<file path="src/rtl/axil_gpio_slave_if.sv">
// AXI-Lite slave bus bundle for axil_gpio_slave; master drives requests,
// slave drives ready/response signals.
interface axil_gpio_slave_if #(
    parameter int unsigned ADDR_WIDTH = 9
) ();
    logic [ADDR_WIDTH-1:0] awaddr;
    logic [2:0]            awprot;
    logic                  awvalid;
    logic                  awready;
    logic [31:0]           wdata;
    logic [3:0]            wstrb;
    logic                  wvalid;
    logic                  wready;
    logic [1:0]            bresp;
    logic                  bvalid;
    logic                  bready;
    logic [ADDR_WIDTH-1:0] araddr;
    logic [2:0]            arprot;
    logic                  arvalid;
    logic                  arready;
    logic [31:0]           rdata;
    logic [1:0]            rresp;
    logic                  rvalid;
    logic                  rready;

    modport master (
        output awaddr, awprot, awvalid, input awready,
        output wdata, wstrb, wvalid, input wready,
        input bresp, bvalid, output bready,
        output araddr, arprot, arvalid, input arready,
        input rdata, rresp, rvalid, output rready
    );

    modport slave (
        input awaddr, awprot, awvalid, output awready,
        input wdata, wstrb, wvalid, output wready,
        output bresp, bvalid, input bready,
        input araddr, arprot, arvalid, output arready,
        output rdata, rresp, rvalid, input rready
    );
endinterface

</file>
<file path="src/rtl/axil_gpio_slave.sv">
// AXI-Lite GPIO peripheral, register-compatible with the SoC GPIO bridge map.
// Channel 2 is implemented only when AXIL_GPIO_DUAL_EN is defined.
module axil_gpio_slave #(
    parameter int unsigned GPIO_WIDTH   = 32,
    parameter int unsigned GPIO2_WIDTH  = 32,
    parameter logic [31:0] DEFAULT_DATA = 32'h0,
    parameter logic [31:0] DEFAULT_TRI  = 32'hFFFF_FFFF,
    parameter int unsigned ADDR_WIDTH   = 9
) (
    input  logic                   clk_i,
    input  logic                   rst_i,
    axil_gpio_slave_if.slave       s_axi,
    input  logic [GPIO_WIDTH-1:0]  gpio_i,
    output logic [GPIO_WIDTH-1:0]  gpio_o,
    output logic [GPIO_WIDTH-1:0]  gpio_t,
    input  logic [GPIO2_WIDTH-1:0] gpio2_i,
    output logic [GPIO2_WIDTH-1:0] gpio2_o,
    output logic [GPIO2_WIDTH-1:0] gpio2_t,
    output logic                   irq_o
);
    localparam logic [6:0] REG_DATA  = 7'h00;
    localparam logic [6:0] REG_TRI   = 7'h01;
    localparam logic [6:0] REG_DATA2 = 7'h02;
    localparam logic [6:0] REG_TRI2  = 7'h03;
    localparam logic [6:0] REG_GIER  = 7'h47;
    localparam logic [6:0] REG_ISR   = 7'h48;
    localparam logic [6:0] REG_IER   = 7'h4A;

    function automatic logic [31:0] apply_strb(input logic [31:0] old_v,
                                               input logic [31:0] new_v,
                                               input logic [3:0]  strb);
        logic [31:0] r;
        r = old_v;
        for (int unsigned b = 0; b < 4; b++) begin
            if (strb[b]) r[8*b +: 8] = new_v[8*b +: 8];
        end
        return r;
    endfunction

    logic                  aw_held, w_held, bvalid_q, rvalid_q;
    logic [ADDR_WIDTH-1:0] aw_addr_q;
    logic [31:0]           wdata_q, rdata_q, rd_word;
    logic [3:0]            wstrb_q;
    logic                  aw_hs, w_hs, ar_hs, commit;
    logic [6:0]            wr_sel;
    logic [31:0]           wr_data;
    logic [3:0]            wr_strb;

    assign s_axi.awready = !aw_held && !bvalid_q;
    assign s_axi.wready  = !w_held && !bvalid_q;
    assign s_axi.bvalid  = bvalid_q;
    assign s_axi.bresp   = 2'b00;
    assign s_axi.arready = !rvalid_q;
    assign s_axi.rvalid  = rvalid_q;
    assign s_axi.rdata   = rdata_q;
    assign s_axi.rresp   = 2'b00;

    assign aw_hs = s_axi.awvalid && !aw_held && !bvalid_q;
    assign w_hs  = s_axi.wvalid && !w_held && !bvalid_q;
    assign ar_hs = s_axi.arvalid && !rvalid_q;

    // Commit on the edge completing the later handshake; a held side supplies
    // its captured beat, the side completing now supplies the live bus value.
    assign commit  = (aw_hs || aw_held) && (w_hs || w_held);
    assign wr_sel  = aw_held ? aw_addr_q[8:2] : s_axi.awaddr[8:2];
    assign wr_data = w_held ? wdata_q : s_axi.wdata;
    assign wr_strb = w_held ? wstrb_q : s_axi.wstrb;

    always_ff @(posedge clk_i or posedge rst_i) begin
        if (rst_i) begin
            aw_held   <= 1'b0;
            w_held    <= 1'b0;
            bvalid_q  <= 1'b0;
            aw_addr_q <= '0;
            wdata_q   <= '0;
            wstrb_q   <= '0;
        end else begin
            if (commit) begin
                aw_held  <= 1'b0;
                w_held   <= 1'b0;
                bvalid_q <= 1'b1;
            end else begin
                if (aw_hs) aw_held <= 1'b1;
                if (w_hs)  w_held  <= 1'b1;
                if (bvalid_q && s_axi.bready) bvalid_q <= 1'b0;
            end
            if (aw_hs) aw_addr_q <= s_axi.awaddr;
            if (w_hs) begin
                wdata_q <= s_axi.wdata;
                wstrb_q <= s_axi.wstrb;
            end
        end
    end

    // Channel 1 registers and input synchroniser
    logic [GPIO_WIDTH-1:0] data_q, tri_q, sync1_q, sync_q, prev_q;
    logic [31:0]           data_wr, tri_wr;

    assign data_wr = apply_strb(32'(data_q), wr_data, wr_strb);
    assign tri_wr  = apply_strb(32'(tri_q), wr_data, wr_strb);

    always_ff @(posedge clk_i or posedge rst_i) begin
        if (rst_i) begin
            data_q  <= DEFAULT_DATA[GPIO_WIDTH-1:0];
            tri_q   <= DEFAULT_TRI[GPIO_WIDTH-1:0];
            sync1_q <= '0;
            sync_q  <= '0;
            prev_q  <= '0;
        end else begin
            if (commit && wr_sel == REG_DATA) data_q <= data_wr[GPIO_WIDTH-1:0];
            if (commit && wr_sel == REG_TRI)  tri_q  <= tri_wr[GPIO_WIDTH-1:0];
            sync1_q <= gpio_i;
            sync_q  <= sync1_q;
            prev_q  <= sync_q;
        end
    end

    assign gpio_o = data_q;
    assign gpio_t = tri_q;

    logic        ch2_change;
    logic [31:0] rd_data2, rd_tri2;

`ifdef AXIL_GPIO_DUAL_EN
    localparam logic [1:0] CH_MASK = 2'b11;

    logic [GPIO2_WIDTH-1:0] data2_q, tri2_q, sync1_2_q, sync_2_q, prev_2_q;
    logic [31:0]            data2_wr, tri2_wr;

    assign data2_wr = apply_strb(32'(data2_q), wr_data, wr_strb);
    assign tri2_wr  = apply_strb(32'(tri2_q), wr_data, wr_strb);

    always_ff @(posedge clk_i or posedge rst_i) begin
        if (rst_i) begin
            data2_q   <= DEFAULT_DATA[GPIO2_WIDTH-1:0];
            tri2_q    <= DEFAULT_TRI[GPIO2_WIDTH-1:0];
            sync1_2_q <= '0;
            sync_2_q  <= '0;
            prev_2_q  <= '0;
        end else begin
            if (commit && wr_sel == REG_DATA2) data2_q <= data2_wr[GPIO2_WIDTH-1:0];
            if (commit && wr_sel == REG_TRI2)  tri2_q  <= tri2_wr[GPIO2_WIDTH-1:0];
            sync1_2_q <= gpio2_i;
            sync_2_q  <= sync1_2_q;
            prev_2_q  <= sync_2_q;
        end
    end

    assign gpio2_o    = data2_q;
    assign gpio2_t    = tri2_q;
    assign ch2_change = |((sync_2_q ^ prev_2_q) & tri2_q);
    assign rd_data2   = 32'((sync_2_q & tri2_q) | (data2_q & ~tri2_q));
    assign rd_tri2    = 32'(tri2_q);
`else
    localparam logic [1:0] CH_MASK = 2'b01;

    logic unused_gpio2;
    assign unused_gpio2 = ^gpio2_i;
    assign gpio2_o      = '0;
    assign gpio2_t      = '1;
    assign ch2_change   = 1'b0;
    assign rd_data2     = '0;
    assign rd_tri2      = '0;
`endif

    // Interrupt block: hardware set takes priority over a same-cycle toggle
    logic       gier_q, irq_q;
    logic [1:0] isr_q, ier_q, hw_set, sw_tgl;

    assign hw_set = {ch2_change, |((sync_q ^ prev_q) & tri_q)};
    assign sw_tgl = (commit && wr_sel == REG_ISR && wr_strb[0]) ? (wr_data[1:0] & CH_MASK) : 2'b00;

    always_ff @(posedge clk_i or posedge rst_i) begin
        if (rst_i) begin
            gier_q <= 1'b0;
            ier_q  <= '0;
            isr_q  <= '0;
            irq_q  <= 1'b0;
        end else begin
            if (commit && wr_sel == REG_GIER && wr_strb[3]) gier_q <= wr_data[31];
            if (commit && wr_sel == REG_IER && wr_strb[0])  ier_q  <= wr_data[1:0] & CH_MASK;
            isr_q <= (isr_q ^ sw_tgl) | hw_set;
            irq_q <= gier_q && |(isr_q & ier_q);
        end
    end

    assign irq_o = irq_q;

    always_comb begin
        rd_word = '0;
        case (s_axi.araddr[8:2])
            REG_DATA:  rd_word = 32'((sync_q & tri_q) | (data_q & ~tri_q));
            REG_TRI:   rd_word = 32'(tri_q);
            REG_DATA2: rd_word = rd_data2;
            REG_TRI2:  rd_word = rd_tri2;
            REG_GIER:  rd_word = {gier_q, 31'b0};
            REG_ISR:   rd_word = {30'b0, isr_q};
            REG_IER:   rd_word = {30'b0, ier_q};
            default:   rd_word = '0;
        endcase
    end

    always_ff @(posedge clk_i or posedge rst_i) begin
        if (rst_i) begin
            rvalid_q <= 1'b0;
            rdata_q  <= '0;
        end else if (ar_hs) begin
            rvalid_q <= 1'b1;
            rdata_q  <= rd_word;
        end else if (rvalid_q && s_axi.rready) begin
            rvalid_q <= 1'b0;
        end
    end

    logic unused_bits;
    assign unused_bits = ^{s_axi.awprot, s_axi.arprot, s_axi.awaddr[1:0],
                           s_axi.araddr[1:0], aw_addr_q[1:0]};
endmodule

</file>
<file path="src/flat_wrapper.sv">
// flat-port wrapper written by rule: the top's interface ports become plain ports
module axil_gpio_slave_flat 
#(
    parameter int unsigned GPIO_WIDTH   = 32,
    parameter int unsigned GPIO2_WIDTH  = 32,
    parameter logic [31:0] DEFAULT_DATA = 32'h0,
    parameter logic [31:0] DEFAULT_TRI  = 32'hFFFF_FFFF,
    parameter int unsigned ADDR_WIDTH   = 9
)
  (clk_i, rst_i, gpio_i, gpio_o, gpio_t, gpio2_i, gpio2_o, gpio2_t, irq_o, s_axi_awaddr, s_axi_awprot, s_axi_awvalid, s_axi_awready, s_axi_wdata, s_axi_wstrb, s_axi_wvalid, s_axi_wready, s_axi_bresp, s_axi_bvalid, s_axi_bready, s_axi_araddr, s_axi_arprot, s_axi_arvalid, s_axi_arready, s_axi_rdata, s_axi_rresp, s_axi_rvalid, s_axi_rready);
  axil_gpio_slave_if #(.ADDR_WIDTH(ADDR_WIDTH)) s_axi_i ();
  input  logic clk_i;
  input  logic rst_i;
  input  logic [GPIO_WIDTH-1:0] gpio_i;
  output logic [GPIO_WIDTH-1:0] gpio_o;
  output logic [GPIO_WIDTH-1:0] gpio_t;
  input  logic [GPIO2_WIDTH-1:0] gpio2_i;
  output logic [GPIO2_WIDTH-1:0] gpio2_o;
  output logic [GPIO2_WIDTH-1:0] gpio2_t;
  output logic irq_o;
  input wire logic [$bits(s_axi_i.awaddr)-1:0] s_axi_awaddr;
  input wire logic [$bits(s_axi_i.awprot)-1:0] s_axi_awprot;
  input wire logic [$bits(s_axi_i.awvalid)-1:0] s_axi_awvalid;
  output wire logic [$bits(s_axi_i.awready)-1:0] s_axi_awready;
  input wire logic [$bits(s_axi_i.wdata)-1:0] s_axi_wdata;
  input wire logic [$bits(s_axi_i.wstrb)-1:0] s_axi_wstrb;
  input wire logic [$bits(s_axi_i.wvalid)-1:0] s_axi_wvalid;
  output wire logic [$bits(s_axi_i.wready)-1:0] s_axi_wready;
  output wire logic [$bits(s_axi_i.bresp)-1:0] s_axi_bresp;
  output wire logic [$bits(s_axi_i.bvalid)-1:0] s_axi_bvalid;
  input wire logic [$bits(s_axi_i.bready)-1:0] s_axi_bready;
  input wire logic [$bits(s_axi_i.araddr)-1:0] s_axi_araddr;
  input wire logic [$bits(s_axi_i.arprot)-1:0] s_axi_arprot;
  input wire logic [$bits(s_axi_i.arvalid)-1:0] s_axi_arvalid;
  output wire logic [$bits(s_axi_i.arready)-1:0] s_axi_arready;
  output wire logic [$bits(s_axi_i.rdata)-1:0] s_axi_rdata;
  output wire logic [$bits(s_axi_i.rresp)-1:0] s_axi_rresp;
  output wire logic [$bits(s_axi_i.rvalid)-1:0] s_axi_rvalid;
  input wire logic [$bits(s_axi_i.rready)-1:0] s_axi_rready;
  assign s_axi_i.awaddr = s_axi_awaddr;
  assign s_axi_i.awprot = s_axi_awprot;
  assign s_axi_i.awvalid = s_axi_awvalid;
  assign s_axi_awready = s_axi_i.awready;
  assign s_axi_i.wdata = s_axi_wdata;
  assign s_axi_i.wstrb = s_axi_wstrb;
  assign s_axi_i.wvalid = s_axi_wvalid;
  assign s_axi_wready = s_axi_i.wready;
  assign s_axi_bresp = s_axi_i.bresp;
  assign s_axi_bvalid = s_axi_i.bvalid;
  assign s_axi_i.bready = s_axi_bready;
  assign s_axi_i.araddr = s_axi_araddr;
  assign s_axi_i.arprot = s_axi_arprot;
  assign s_axi_i.arvalid = s_axi_arvalid;
  assign s_axi_arready = s_axi_i.arready;
  assign s_axi_rdata = s_axi_i.rdata;
  assign s_axi_rresp = s_axi_i.rresp;
  assign s_axi_rvalid = s_axi_i.rvalid;
  assign s_axi_i.rready = s_axi_rready;
  axil_gpio_slave #(.GPIO_WIDTH(GPIO_WIDTH), .GPIO2_WIDTH(GPIO2_WIDTH), .DEFAULT_DATA(DEFAULT_DATA), .DEFAULT_TRI(DEFAULT_TRI), .ADDR_WIDTH(ADDR_WIDTH)) u_core (.clk_i(clk_i), .rst_i(rst_i), .s_axi(s_axi_i), .gpio_i(gpio_i), .gpio_o(gpio_o), .gpio_t(gpio_t), .gpio2_i(gpio2_i), .gpio2_o(gpio2_o), .gpio2_t(gpio2_t), .irq_o(irq_o));
endmodule
</file>
<file path="config.mk">
export PLATFORM = sky130hd
export DESIGN_NAME = axil_gpio_slave_flat
export DESIGN_NICKNAME = d
export VERILOG_FILES = /design/src/rtl/axil_gpio_slave_if.sv /design/src/rtl/axil_gpio_slave.sv /design/src/flat_wrapper.sv
export SDC_FILE = /design/constraint.sdc
export NUM_CORES = 1
export LEC_CHECK = 0
export BUFFER_PORTS_ARGS = -buffer_cell sky130_fd_sc_hd__buf_2
export CORE_MARGIN = 2
export CORE_UTILIZATION = 30
export CTS_CLUSTER_SIZE = 12
export DETAILED_ROUTE_END_ITERATION = 16
export REMOVE_ABC_BUFFERS = 1
export SLEW_MARGIN = 20
export SYNTH_ARGS = -nofsm -noshare
export SYNTH_HDL_FRONTEND = slang
export SYNTH_SLANG_ARGS = --single-unit
</file>
<file path="constraint.sdc">
create_clock -name clk_i -period 12.5 [get_ports clk_i]
set_clock_uncertainty 0.1 [all_clocks]
set_input_delay 0.625 -clock clk_i [delete_from_list [all_inputs] [get_ports clk_i]]
set_output_delay 0.625 -clock clk_i [all_outputs]
set_load 0.005 [all_outputs]
</file>
**Yosys cells after proc, flatten, opt, wreduce, memory -nomap -nowiden**

Index checks and enable logic that the tools add are counted.

- Register bits after elaboration: 246
- Input port bits: 131
- Word-level logic and storage cells: 94
- Output and inout bits: 170

- Mux-type cells: 13
- Reduce and logical (&&, ||, !) cells: 41
- Equality and inequality tests: 8
- Bitwise logic cells: 9

Operators by type and width:

| kind | count |
|---|---|
| one-hot mux 32 bit (5 select lines) | 1 |
| AND 32 bit | 3 |
| equality test 7 bit (second input constant) | 6 |
| 2-to-1 mux 32 bit | 1 |
| inverter 32 bit | 1 |
| OR 32 bit | 1 |
| OR reduction 32 bit | 1 |
| bitwise XOR 32 bit | 1 |
| logical AND 1 bit | 19 |
| AND reduction 2 bit | 8 |
| equality test 7 x 1 -> 1 bit (second input constant) | 2 |
| zero test 7 bit | 2 |
| 2-to-1 mux 1 bit | 9 |
| nonzero test 2 bit | 4 |
| 2-to-1 mux 7 bit | 1 |
| zero test 1 bit | 4 |
| 2-to-1 mux 4 bit | 1 |
| AND 2 x 1 -> 2 bit | 1 |
| logical OR 1 bit | 2 |
| OR 2 x 1 -> 2 bit | 1 |
| OR reduction 2 bit | 1 |
| bitwise XOR 2 bit | 1 |

**Depth between registers and ports, before layout**

Gate-level depths: netlist (run 1).

- Depth after elaboration: 10
- Depth in mapped cells: 7
- Mapped depth without buffers: 5

**Worst setup path before layout (run 1)**

OpenSTA, ideal clock, no wires.

- Path kind: input-to-reg
- Start point: in s_axi_awaddr[6]
- End point: reg u_core.data_q[0], in the netlist u_core.gpio_o[0]
- Setup time: 0.125 ns
- Required time: 12.275 ns
- Stages on the path: 6
- Path buffers: 1
- Data arrival time: 2.236 ns
- Path slack: 10.039 ns
- Cell sequence: or3_1 > a222oi_1 > and3_1 > buf_12 > nand2_8 > mux2_4

- Longest elaborated chain between the ends: 4

Ends and longest elaborated chain:

| what | RTL line | source |
|---|---|---|
| start, declared | flat_wrapper.sv:21 | `input wire logic [$bits(s_axi_i.awaddr)-1:0] s_axi_awaddr;` |
| 2-to-1 mux 7 bit | axil_gpio_slave.sv:65 | `assign wr_sel = aw_held ? aw_addr_q[8:2] : s_axi.awaddr[8:2];` |
| zero test 7 bit | axil_gpio_slave.sv:110 | `if (commit && wr_sel == REG_DATA) data_q <= data_wr[GPIO_WIDTH-1:0];` |
| logical AND 1 bit | axil_gpio_slave.sv:110 |  |
| AND reduction 2 bit (no source line) | -- |  |
| end signal, assigned | axil_gpio_slave.sv:104 | `data_q <= DEFAULT_DATA[GPIO_WIDTH-1:0];` |
| end signal, assigned | axil_gpio_slave.sv:110 |  |
| end, declared | axil_gpio_slave.sv:96 | `logic [GPIO_WIDTH-1:0] data_q, tri_q, sync1_q, sync_q, prev_q;` |

Every way passes these cells.
A chain may end at the register's enable or synchronous reset.

**Final worst setup path (run 1)**

- Start point: reg u_core.w_held
- End point: reg u_core.data_q[26], in the netlist u_core.gpio_o[26]

- Longest elaborated chain between the ends: 7
- Elaborated cells on any way between the ends: 9
- Classes of those cells: mux: 2; reduce/logical: 7

Ends and longest elaborated chain:

| what | RTL line | source |
|---|---|---|
| start, declared | axil_gpio_slave.sv:40 | `logic aw_held, w_held, bvalid_q, rvalid_q;` |
| start signal, assigned | axil_gpio_slave.sv:72 | `w_held <= 1'b0;` |
| start signal, assigned | axil_gpio_slave.sv:80 | `w_held <= 1'b0;` |
| start signal, assigned | axil_gpio_slave.sv:84 | `if (w_hs) w_held <= 1'b1;` |
| zero test 1 bit | axil_gpio_slave.sv:59 | `assign w_hs = s_axi.wvalid && !w_held && !bvalid_q;` |
| logical AND 1 bit (2 in a row) | axil_gpio_slave.sv:59 |  |
| logical OR 1 bit | axil_gpio_slave.sv:64 | `assign commit = (aw_hs \|\| aw_held) && (w_hs \|\| w_held);` |
| logical AND 1 bit | axil_gpio_slave.sv:64 |  |
| logical AND 1 bit | axil_gpio_slave.sv:110 |  |
| AND reduction 2 bit (no source line) | -- |  |

Parallel ways exist; a longest one is shown, timed or not.

==> results of run 1 <==
-- cells in the final DEF (no fill, tap or decap), drive strengths merged --
master and instances:
nor4 2, a222oi 1, o21ai 6, xor2 33, nand4b 1, a211oi 1, clkinvlp 1, a21oi 36
o32ai 1, diode 1, inv 6, buf 198, nand2b 2, mux2 142, o41ai 30, nor3b 30
dfstp 32, bufinv 3, and2 3, a31oi 1, nand3b 1, clkbuf 43, conb 68, nand2 50
clkinv 6, nor2 13, a22oi 16, nand4 7, mux2i 6, o31ai 2, or3 3, dfrtp 211
nand3 1, and3 3, or3b 2
-- metal layers --
metal / vias up / routed length [um]
met5: - / 26
met4: 4 / 433
met3: 36 / 1590
met2: 194 / 12800
met1: 3226 / 12100
li1: 2907 / -
-- kinds of logic (layout without fill, tap and decap cells) --
logic type                Yosys count  in the layout  share of synthesized area [%]
AOI/OAI and AO/OA                  94             94                           6.15
xor gates and xnor gates           33             33                           2.77
buffers and inverters             104            257                           6.49
and+or+nand+nor                   118            118                           7.59
DFF                               243            243                           58.7
muxes                             148            148                           18.2
other                               2             69                         0.0720
-- metrics by stage --
stage	area (um^2)	power (W)	setup WS [ns]	hold WS (ns)
2_1_floorplan	10000	0.00136	5.15	0.231
3_3_place_gp	11600	0.00153	9.22	0.232
3_5_place_dp	11600	0.00155	9.20	0.235
4_1_cts	12600	0.00242	9.16	0.0582
5_1_grt	12600	0.00250	8.96	0.0629
6_report	12600	0.00238	9.19	0.0927
-- power by group through the flow --
stage | sequential, W | clock [W] | combinational (W)
6_report | 0.00104 | 0.000856 | 0.000487
5_1_grt | 0.00106 | 0.000914 | 0.000535
4_1_cts | 0.00104 | 0.000882 | 0.000498
3_5_place_dp | 0.00105 | 0 | 0.000496
3_3_place_gp | 0.00104 | 0 | 0.000487
2_1_floorplan | 0.00103 | 0 | 0.000324
-- registers in the layout, summed over array words and instances (netlist names), 4 cells and up --
name	flops
u_core.gpio_o	32
u_core.wstrb_q	4
u_core.aw_addr_q	7
u_core.sync_q	32
u_core.prev_q	32
u_core.s_axi.rdata	32
u_core.gpio_t	32
u_core.sync1_q	32
u_core.wdata_q	32
-- final timing paths --
path	startpoint	end	slack (ns)	depth (start not counted)
max	u_core.w_held	u_core.gpio_o[26]	9.19	6
min	gpio_i[23]	u_core.sync1_q[23]	0.09	1
max reg2reg	u_core.w_held	u_core.gpio_o[26]	9.19	6
min reg2reg	u_core.sync1_q[20]	u_core.sync_q[20]	0.24	0
max in group asynchronous	rst_i	u_core.sync_q[2]	10.70	3
min in group asynchronous	rst_i	u_core.prev_q[7]	0.19	2
-- cell type report --
class                           count  area share, %
Antenna cell                        1         0.0199
Clock buffer                       43           6.73
Multi-Input combinational cell    461           30.8
Tap cell                          455           4.52
Inverter                            7          0.268
Sequential cell                   243           48.6
Timing Repair Buffer              198           8.02
Clock inverter                      9           1.03
==> impl_results.md, run 1 <==
- Final cell count without fillers: approximately 1400
- Post-Syn Area: 10400 um^2
- Yosys reg bits: 243
- WS Path Type: register to register
- Hold WC Path Type: primary input to register
- Syn Area/Cell: 14.0 um^2
- Maximum vdd drop: 0.134 mV
- Multi-input logic area: 3880 um^2
- Final Critical Period: 3.31 ns
- Final net count: 1070
- Max-Cap Viols: 0
- Status: complete, no violations
- Port bufs: 190
- Top cells by area, synth: dfrtp_1, mux2_4, mux2_2, dfstp_2, buf_4
- Cell row count: 68
- Most frequent cell after synthesis: dfrtp_1
- Leak: a little under 6 nW
- Die ar.: between 30000 and 40000 um^2
- CTS max path bufs: 3
- Sequential group share of total power: 43.6%
- P per Cell Area: between 150 and 200 nW/um^2
- Yosys top cell by area: dfrtp_1
- Worst slew margin: 38.5%
- Grt met3 use: 2.94%
- Finished Core Util: 36.7%
- TritonRoute pass-1 iters: 4
- Vias in the first global route: around 6400
- Clk Tree Root Cell: clkbuf_16
- Top_reg_cell synth: dfrtp_1
- CP Buf/Inv Count: 2
- Top-Level Pins: between 300 and 400
- RSZ-0062 raised after global routing: false
- Starting Density: between 30% and 40%
- DR DRC count: 0
- Critical path capture point type: register
- Clk slew on worst S/H paths: ~0.060 ns
- Dpl hpwl: ~18000 um
- Setup crit start kind: register
- M1 GR Usage: 20.2%
- Synthesis Warnings: 0
- Sw Share: 27.8%
- First-pass GRT wire length: 39900 um
- Max stage delay cell, worst path: and3_1
- Family with the most delay on the worst path: simple AND/OR/NAND/NOR gates
- Routed vias: 6367
- Inst Count DP: 1364
- Crit share post-route: approximately a quarter
- Die Y: 190 um
- Crit path cell chain: buf_4 -> inv_1 -> a222oi_1 -> and3_1 -> nand2_8 -> mux2_4
- Die Width: between 150 and 200 um
- Reg area: 6120 um^2
- Sw Pwr: 0.000661 W
- Core ar.: approximately 34000 um^2
- CTS buffer count: 28
- Final Max Slew Viols: 0
- Worst EP arrival: 3.63 ns
- GRT overflow: 0
- Clock power share: 36.0%
- Largest net degree at the start of global routing: 122
- Initial DRC Count: approximately 160
- Busiest grt layer: met2
- CTS resizes: 0
- Netlist cell types: 41
- Layout cells sized above 1: 45.7%
- Fin Setup TNS: 0 ns
- Register area share after synthesis: 58.7%
- CP required: 12.81 ns
- Final hold violation count: 0
- Number of synthesized flops with an enable pin: 0
- Clock Latency Late Sink: 0.54 ns
- TritonCTS clock tree: yes
- Largest stage delay, worst path: 0.78 ns
- Routability cong.: 0.769
- CTS Hold Bufs: 0
- Worst-path fanout max: 38
- Post-CTS Setup Inserts: 0
- Commonest cells post-synth: dfrtp_1, mux2_2, buf_4
- Tightest Pin Transition: 0.922 ns
- Mapped Cells: 742
- H-tree depth: 1
- Gr usage total: 14.6%
- Initial antenna violation count: 3
- Antenna-violating nets left: 0
- CTS Sinks: 243
- Routed len/inst: 19.0 um
- Internal cell power: 0.00172 W
- FFs w/ async S/R, synth: 100%
- Layout area overhead: 20.8%
- Share of the synthesized area in the top cell type: about half
- FMAX: 0.302 GHz
- Filler Cell Count: about 3400
- Post-DR vias/cell: 4.49
- Logic pwr share: 20.5%
- Setup Viol. Count Final: 0
- M2 GR Usage: 23.7%
- Final WL: roughly 27000 um
No activity file was read; power rests on OpenSTA's default activity.
==> run 2: changes to the inputs <==
ABC_AREA = 1   (was not set)
clock period = 2.75 ns   (was 12.5 ns; I/O delays follow)
==> impl_results.md, run 2 <==
- Status: complete, no violations (unchanged)
- Post-CTS Setup Inserts: 0 (unchanged)
- Worst EP arrival: 2.93 ns (was 3.63 ns)
- Initial antenna violation count: 1 (was 3)
- Fin Setup TNS: 0 ns (unchanged)
- Synthesis Warnings: 0 (unchanged)
- Final WL: 27800 um (was 26900 um)
- Post-Syn Area: 10600 um^2 (was 10400 um^2)
- Port bufs: 190 (unchanged)
- Commonest cells after routing, fill and taps aside: nand2_1, dfrtp_1, buf_2, o21ai_0, inv_1 (was dfrtp_1, buf_2, mux2_2, conb_1, mux2_4)
- Die Y: 192 um (was 190 um)
- Routed len/inst: 14.0 um (was 19.0 um)
- Post-DR vias/cell: 4.27 (was 4.49)
- H-tree depth: 1 (unchanged)
- CTS max path bufs: 3 (unchanged)
- Logic pwr share: 20.8% (was 20.5%)
- CTS buffer count: 30 (was 28)
- Post-placement cell area: 11800 um^2 (was 11600 um^2)
- Number of synthesized flops with an enable pin: 0 (unchanged)
- Largest net degree at the start of global routing: 88 (was 122)
- Top cells by area, synth: dfrtp_1, nand2_1, dfstp_2, o21ai_0, buf_4 (was dfrtp_1, mux2_4, mux2_2, dfstp_2, buf_4)
- Sw Pwr: 0.00336 W (was 0.000661 W)
- Worst-path fanout max: 2 (was 38)
- Hold WC Path Type: primary input to register (unchanged)
- First-pass GRT wire length: 43700 um (was 39900 um)
- CTS Sinks: 243 (unchanged)
- Clk Tree Root Cell: clkbuf_16 (unchanged)
- Maximum vdd drop: 0.557 mV (was 0.134 mV)
- Internal cell power: 0.00758 W (was 0.00172 W)
- CTS resizes: 0 (unchanged)
- TritonCTS clock tree: yes (unchanged)
- Cell row count: 68 (unchanged)
- Die ar.: 36800 um^2 (was 36300 um^2)
- Top_reg_cell synth: dfrtp_1 (unchanged)
- Max stage delay cell, worst path: dlygate4sd3_1 (was and3_1)
- Most frequent cell after synthesis: nand2_1 (was dfrtp_1)
- Finished Core Util: 39.7% (was 36.7%)
- Share of the synthesized area in the top cell type: 49.9% (was 50.6%)
- Setup crit start kind: primary input (was register)
- Syn Area/Cell: 8.65 um^2 (was 14.0 um^2)
- Top-Level Pins: 301 (unchanged)
- Critical path capture point type: register (unchanged)
- Netlist cell types: 30 (was 41)
- Clk slew on worst S/H paths: 0.05 ns (was 0.06 ns)
- Worst slew margin: 51.0% (was 38.5%)
- Max-Cap Viols: 0 (unchanged)
- CP Buf/Inv Count: 5 (was 2)
- Sw Share: 30.7% (was 27.8%)
- Final net count: 1642 (was 1070)
- Final Critical Period: 2.54 ns
- CP required: 3.14 ns (was 12.81 ns)
- Routed vias: 8510 (was 6367)
- Family with the most delay on the worst path: buffers and inverters (was simple AND/OR/NAND/NOR gates)
- P per Cell Area: 796 nW/um^2 (was 189 nW/um^2)
- TritonRoute pass-1 iters: 5 (was 4)
- Crit share post-route: 92.3%
- Mapped Cells: 1222 (was 742)
- Commonest cells post-synth: nand2_1, dfrtp_1, o21ai_0 (was dfrtp_1, mux2_2, buf_4)
- Layout area overhead: 30.0% (was 20.8%)
- Most frequent CP cell: dlygate4sd3_1
- Register area share after synthesis: 57.9% (was 58.7%)
- Final hold violation count: 0 (unchanged)
- WS Path Type: primary input to register (was register to register)
- Gr usage total: 15.1% (was 14.6%)
- Commonest non-fill, non-tap cell in the layout: nand2_1 (was dfrtp_1)
- Clock power share: 36.4% (was 36.0%)
- Dpl hpwl: 18300 um (was 17700 um)
- DR DRC count: 0 (unchanged)
- Tot Pwr: 0.0109 W (was 0.00238 W)
- Tightest Pin Transition: 0.734 ns (was 0.922 ns)
- Sequential group share of total power: 42.8% (was 43.6%)
- Final Max Slew Viols: 0 (unchanged)
- RSZ-0062 raised after global routing: false (unchanged)
- Antenna-violating nets left: 0 (unchanged)
- Initial DRC Count: 426 (was 159)
- Largest stage delay, worst path: 0.59 ns (was 0.78 ns)
- Vias in the first global route: 8060 (was 6376)
- Clock Latency Late Sink: 0.55 ns (was 0.54 ns)
- Leak: 6.97 nW (was 5.95 nW)
- Core ar.: 34600 um^2 (was 34400 um^2)
- GRT overflow: 0 (unchanged)
- Yosys top cell by area: dfrtp_1 (unchanged)
- Routability cong.: 0.755 (was 0.769)
- CTS Hold Bufs: 94 (was 0)
- Starting Density: 30.5% (was 30.3%)
- Setup Viol. Count Final: 0 (unchanged)
- FMAX: just under 0.4 GHz
- Worst hold slack: 0.00605 ns (was 0.0927 ns)
- FFs w/ async S/R, synth: 100% (unchanged)
- Crit path cell chain: dlygate4sd3_1 -> buf_2 -> nor2_1 -> dlygate4sd3_1 -> nand4_1 -> dlygate4sd3_1 -> nand4_1 -> dlygate4sd3_1 -> nand2_1 -> nand2_1 (was buf_4 -> inv_1 -> a222oi_1 -> and3_1 -> nand2_8 -> mux2_4)
- Yosys reg bits: 243 (unchanged)
- Design area: 13700 um^2 (was 12600 um^2)
- Layout cells sized above 1: 21.6% (was 45.7%)
- Die Width: 192 um (was 190 um)
-- run 2: cell count changes after synthesis, sizes merged, moves of 30 or more --
| cell | before | now |
|---|---|---|
| o21ai | 6 | 192 |
| inv | 6 | 123 |
| a21oi | 36 | 5 |
| nand2 | 50 | 447 |
| xor2 | 33 | 0 |
| nor2 | 13 | 46 |
| o41ai | 30 | 0 |
| mux2 | 142 | 3 |
-- run 2: power by group through the flow --
stage | clock, W | combinational (W) | sequential [W]
floorplan | 0 | 0.00130 | 0.00468
finish | 0.00398 | 0.00228 | 0.00468
global placement | 0 | 0.00208 | 0.00472
CTS | 0.00414 | 0.00233 | 0.00469
detailed placement | 0 | 0.00212 | 0.00474
global route | 0.00428 | 0.00265 | 0.00477
-- run 2: area by class of cell --
cell class	instances	area [um^2]
fill	3446	20900
timing repair buffer	294	1990
sequential	243	6120
tap	455	569
clock inverter	13	126
multi-input combinational	819	3570
antenna	1	2.50
inverter	123	474
clock buffer	43	891
-- run 2: logic make-up after synthesis --
logic type      share of synthesized area [%]
mux                                     0.319
buf+inv                                  10.8
simple gates                             21.6
other cells                            0.0710
flops                                    57.9
compound gates                           9.36
-- run 2: path summary, 6_finish.rpt --
check                      slack, ns                      to  depth (start not counted)          startpoint
max                             0.21   u_core.s_axi.rdata[0]                         10     s_axi_araddr[2]
min                            0.006  u_core.s_axi.rdata[31]                          6     s_axi_araddr[5]
max reg2reg                     0.54       u_core.gpio_o[22]                          8      u_core.aw_held
min reg2reg                     0.25       u_core.sync_q[30]                          0  u_core.sync1_q[30]
max in group asynchronous       1.64       u_core.gpio_t[14]                          4               rst_i
min in group asynchronous       0.04      u_core.sync1_q[19]                          3               rst_i
-- run 2: routing by layer --
metal,GRT usage [%],routed length [um]
met1,20.2,12500
met3,3.45,2050
met5,0,0
met2,25.0,12900
met4,3.28,415
-- run 2: worst reg2reg max path: cells and delay by family (launching register included) --
family          cells  cell delay [ns]
compound gates      1             0.09
flops               1             0.54
simple gates        7             1.37
-- run 2: stage by stage --
step                std cells  setup slack, ns
floorplan                1185            -4.11
global placement         1840            0.525
detailed placement       1840            0.475
CTS                      1990            0.339
global route             1991            0.121
finish                   1991            0.213
==> run 3: changes to the inputs <==
CORE_ASPECT_RATIO = 2   (was not set)
clock period = 2.3 ns   (was 2.75 ns; I/O delays follow)
==> impl_results.md, run 3 (synthesis results as in run 2) <==
- Status: complete, no violations (unchanged)
- DR DRC count: 0 (unchanged)
- Setup crit start kind: register (was primary input)
- Routed len/inst: 14.7 um (was 14.0 um)
- Routed vias: 8630 (was 8510)
- Antenna-violating nets left: 0 (unchanged)
- Final Critical Period: ~2.1 ns
- Tightest Pin Transition: 0.755 ns (was 0.734 ns)
- Gr usage total: 15.9% (was 15.1%)
- Finished Core Util: 39.4% (was 39.7%)
- # diodes: 0 (was 1)
- Top-Level Pins: 301 (unchanged)
- Largest net degree at the start of global routing: 73 (was 88)
- Initial DRC Count: 376 (was 426)
- Clk Tree Root Cell: clkbuf_16 (unchanged)
- First-pass GRT wire length: 45200 um (was 43700 um)
- Dpl hpwl: 20000 um (was 18300 um)
- GRT overflow: 0 (unchanged)
- Port bufs: 190 (unchanged)
- Final WL: 29100 um (was 27800 um)
- CTS max path bufs: 3 (unchanged)
- TritonCTS clock tree: yes (unchanged)
- P per Cell Area: 924 nW/um^2 (was 796 nW/um^2)
- CTS resizes: 0 (unchanged)
- Layout area overhead: 29.9% (was 30.0%)
- CP required: 2.65 ns (was 3.14 ns)
- Reg-to-Reg Start: u_core.aw_held (unchanged)
- Design area: 13700 um^2 (about the same)
- Worst-path fanout max: 16 (was 2)
- Final Max Slew Viols: 0 (unchanged)
- Die ar.: 36900 um^2 (was 36800 um^2)
- Crit share post-route: roughly nine tenths
- Max-Cap Viols: 0 (unchanged)
- Slack of the critical path: 0.195 ns (was 0.213 ns)
- Setup Viol. Count Final: 0 (unchanged)
- Die Width: 137 um (was 192 um)
- Setup slack, reg-to-reg: 0.19 ns (was 0.54 ns)
- Cell row count: 97 (was 68)
- WS Path Type: register to register (was primary input to register)
- Final hold violation count: 0 (unchanged)
- Initial antenna violation count: 0 (was 1)
- Hold WC Path Type: primary input to asynchronous set/reset pin (was primary input to register)
- Clock Latency Late Sink: 0.54 ns (was 0.55 ns)
- TritonRoute pass-1 iters: 5 (unchanged)
- Critical path capture point type: register (unchanged)
- Post-placement cell area: 11900 um^2 (was 11800 um^2)
- RSZ-0062 raised after global routing: true (was false)
- Clk slew on worst S/H paths: 0.06 ns (was 0.05 ns)
- Commonest cells after routing, fill and taps aside: nand2_1, dfrtp_1, buf_2, o21ai_0, inv_1 (unchanged)
- Multi-input logic area: 3580 um^2 (was 3570 um^2)
- Starting Density: 30.4% (was 30.5%)
- Layout cells sized above 1: 21.2% (was 21.6%)
- Worst EP arrival: 2.45 ns (was 2.93 ns)
- FMAX: 0.475 GHz
- Fin Setup TNS: 0 ns (unchanged)
- Die Y: 270 um (was 192 um)
- Maximum vdd drop: 0.575 mV (was 0.557 mV)
- Core ar.: 34800 um^2 (was 34600 um^2)
- Routability cong.: 0.807 (was 0.755)
- Crit Reg-Reg Endpoint: u_core.gpio_t[28] (was u_core.gpio_o[22])
- Leak: 6.96 nW (was 6.97 nW)
- H-tree depth: 1 (unchanged)
- Worst slew margin: 49.7% (was 51.0%)
- Vias in the first global route: 8485 (was 8060)
- Post-Place Worst Slack: 0.193 ns (was 0.475 ns)
- CTS Sinks: 243 (unchanged)
- Filler Cell Count: 3501 (was 3446)
- Final net count: 1650 (was 1642)
- Commonest non-fill, non-tap cell in the layout: nand2_1 (unchanged)
- Post-DR vias/cell: 4.35 (was 4.27)
- CTS buffer count: 26 (was 30)
- Worst Reg2Reg Path Length in Cells: 6 (was 8)
- Reg area: 6120 um^2 (unchanged)
-- run 3: cell count changes in the layout (fill, tap and decap cells not counted), moves of 2 or more --
cell and change:
clkbuf_8 -4, clkbuf_1 +7, clkbuf_16 -4, buf_4 +7
clkinvlp_4 -2, clkinv_2 -5, buf_12 +4
-- run 3: per-stage QoR --
| step | hold WS [ns] | cells | total power, W |
|---|---|---|---|
| 6_report | 0.0777 | 1984 | 0.0127 |
| 5_1_grt | 0.103 | 1984 | 0.0135 |
| 4_1_cts | 0.0836 | 1984 | 0.0129 |
| 3_5_place_dp | 0.115 | 1841 | 0.00829 |
| 3_3_place_gp | 0.108 | 1841 | 0.00820 |
| 2_1_floorplan | 0.0464 | 1185 | 0.00715 |
-- run 3: power breakdown --
part	internal [W]	leakage, nW	switching, W
clock	0.00260	0.419	0.00171
sequential	0.00507	2.89	0.000514
combinational	0.00111	3.65	0.00169
-- run 3: critical path: stages, from the launching register on --
cell and delay [ns]:
dfrtp_1 0.61, inv_6 0.09, o21ai_2 0.14, nand2_1 0.15, nor3_4 0.27, nand3_2 0.38
o21ai_1 0.27
-- run 3: worst max-delay path by stage --
stage                    from                  end  slack [ns]  cells after the start
5_1_grt        u_core.aw_held    u_core.gpio_t[28]       -0.05                      8
3_3_place_gp   u_core.aw_held    u_core.gpio_t[27]        0.23                      8
6_report       u_core.aw_held    u_core.gpio_t[28]        0.19                      6
2_1_floorplan           rst_i  u_core.aw_addr_q[2]       -4.54                      1
4_1_cts        u_core.aw_held    u_core.gpio_t[28]        0.15                      6
3_5_place_dp   u_core.aw_held    u_core.gpio_t[28]        0.19                      6
-- run 3: routing by layer --
| metal | global-route usage (%) | share of wire (%) |
|---|---|---|
| met5 | 0 | 0 |
| met4 | 7.70 | 4.8 |
| met3 | 2.09 | 4.1 |
| met2 | 29.8 | 54 |
| met1 | 17.0 | 37 |
-- run 3: what timing repair did --
action	in CTS	in global routing
buffers inserted	0	0
hold buffers	95	0
hold endpoints to repair	247	0
setup endpoints to repair	0	8
-- run 3: layout make-up --
cell class,instances,share of cell area [%]
Inverter,123,3.45
Tap cell,445,4.05
Clock buffer,42,5.55
Clock inverter,6,0.783
Multi-Input combinational cell,819,26.1
Sequential cell,243,44.6
Timing Repair Buffer,306,15.5
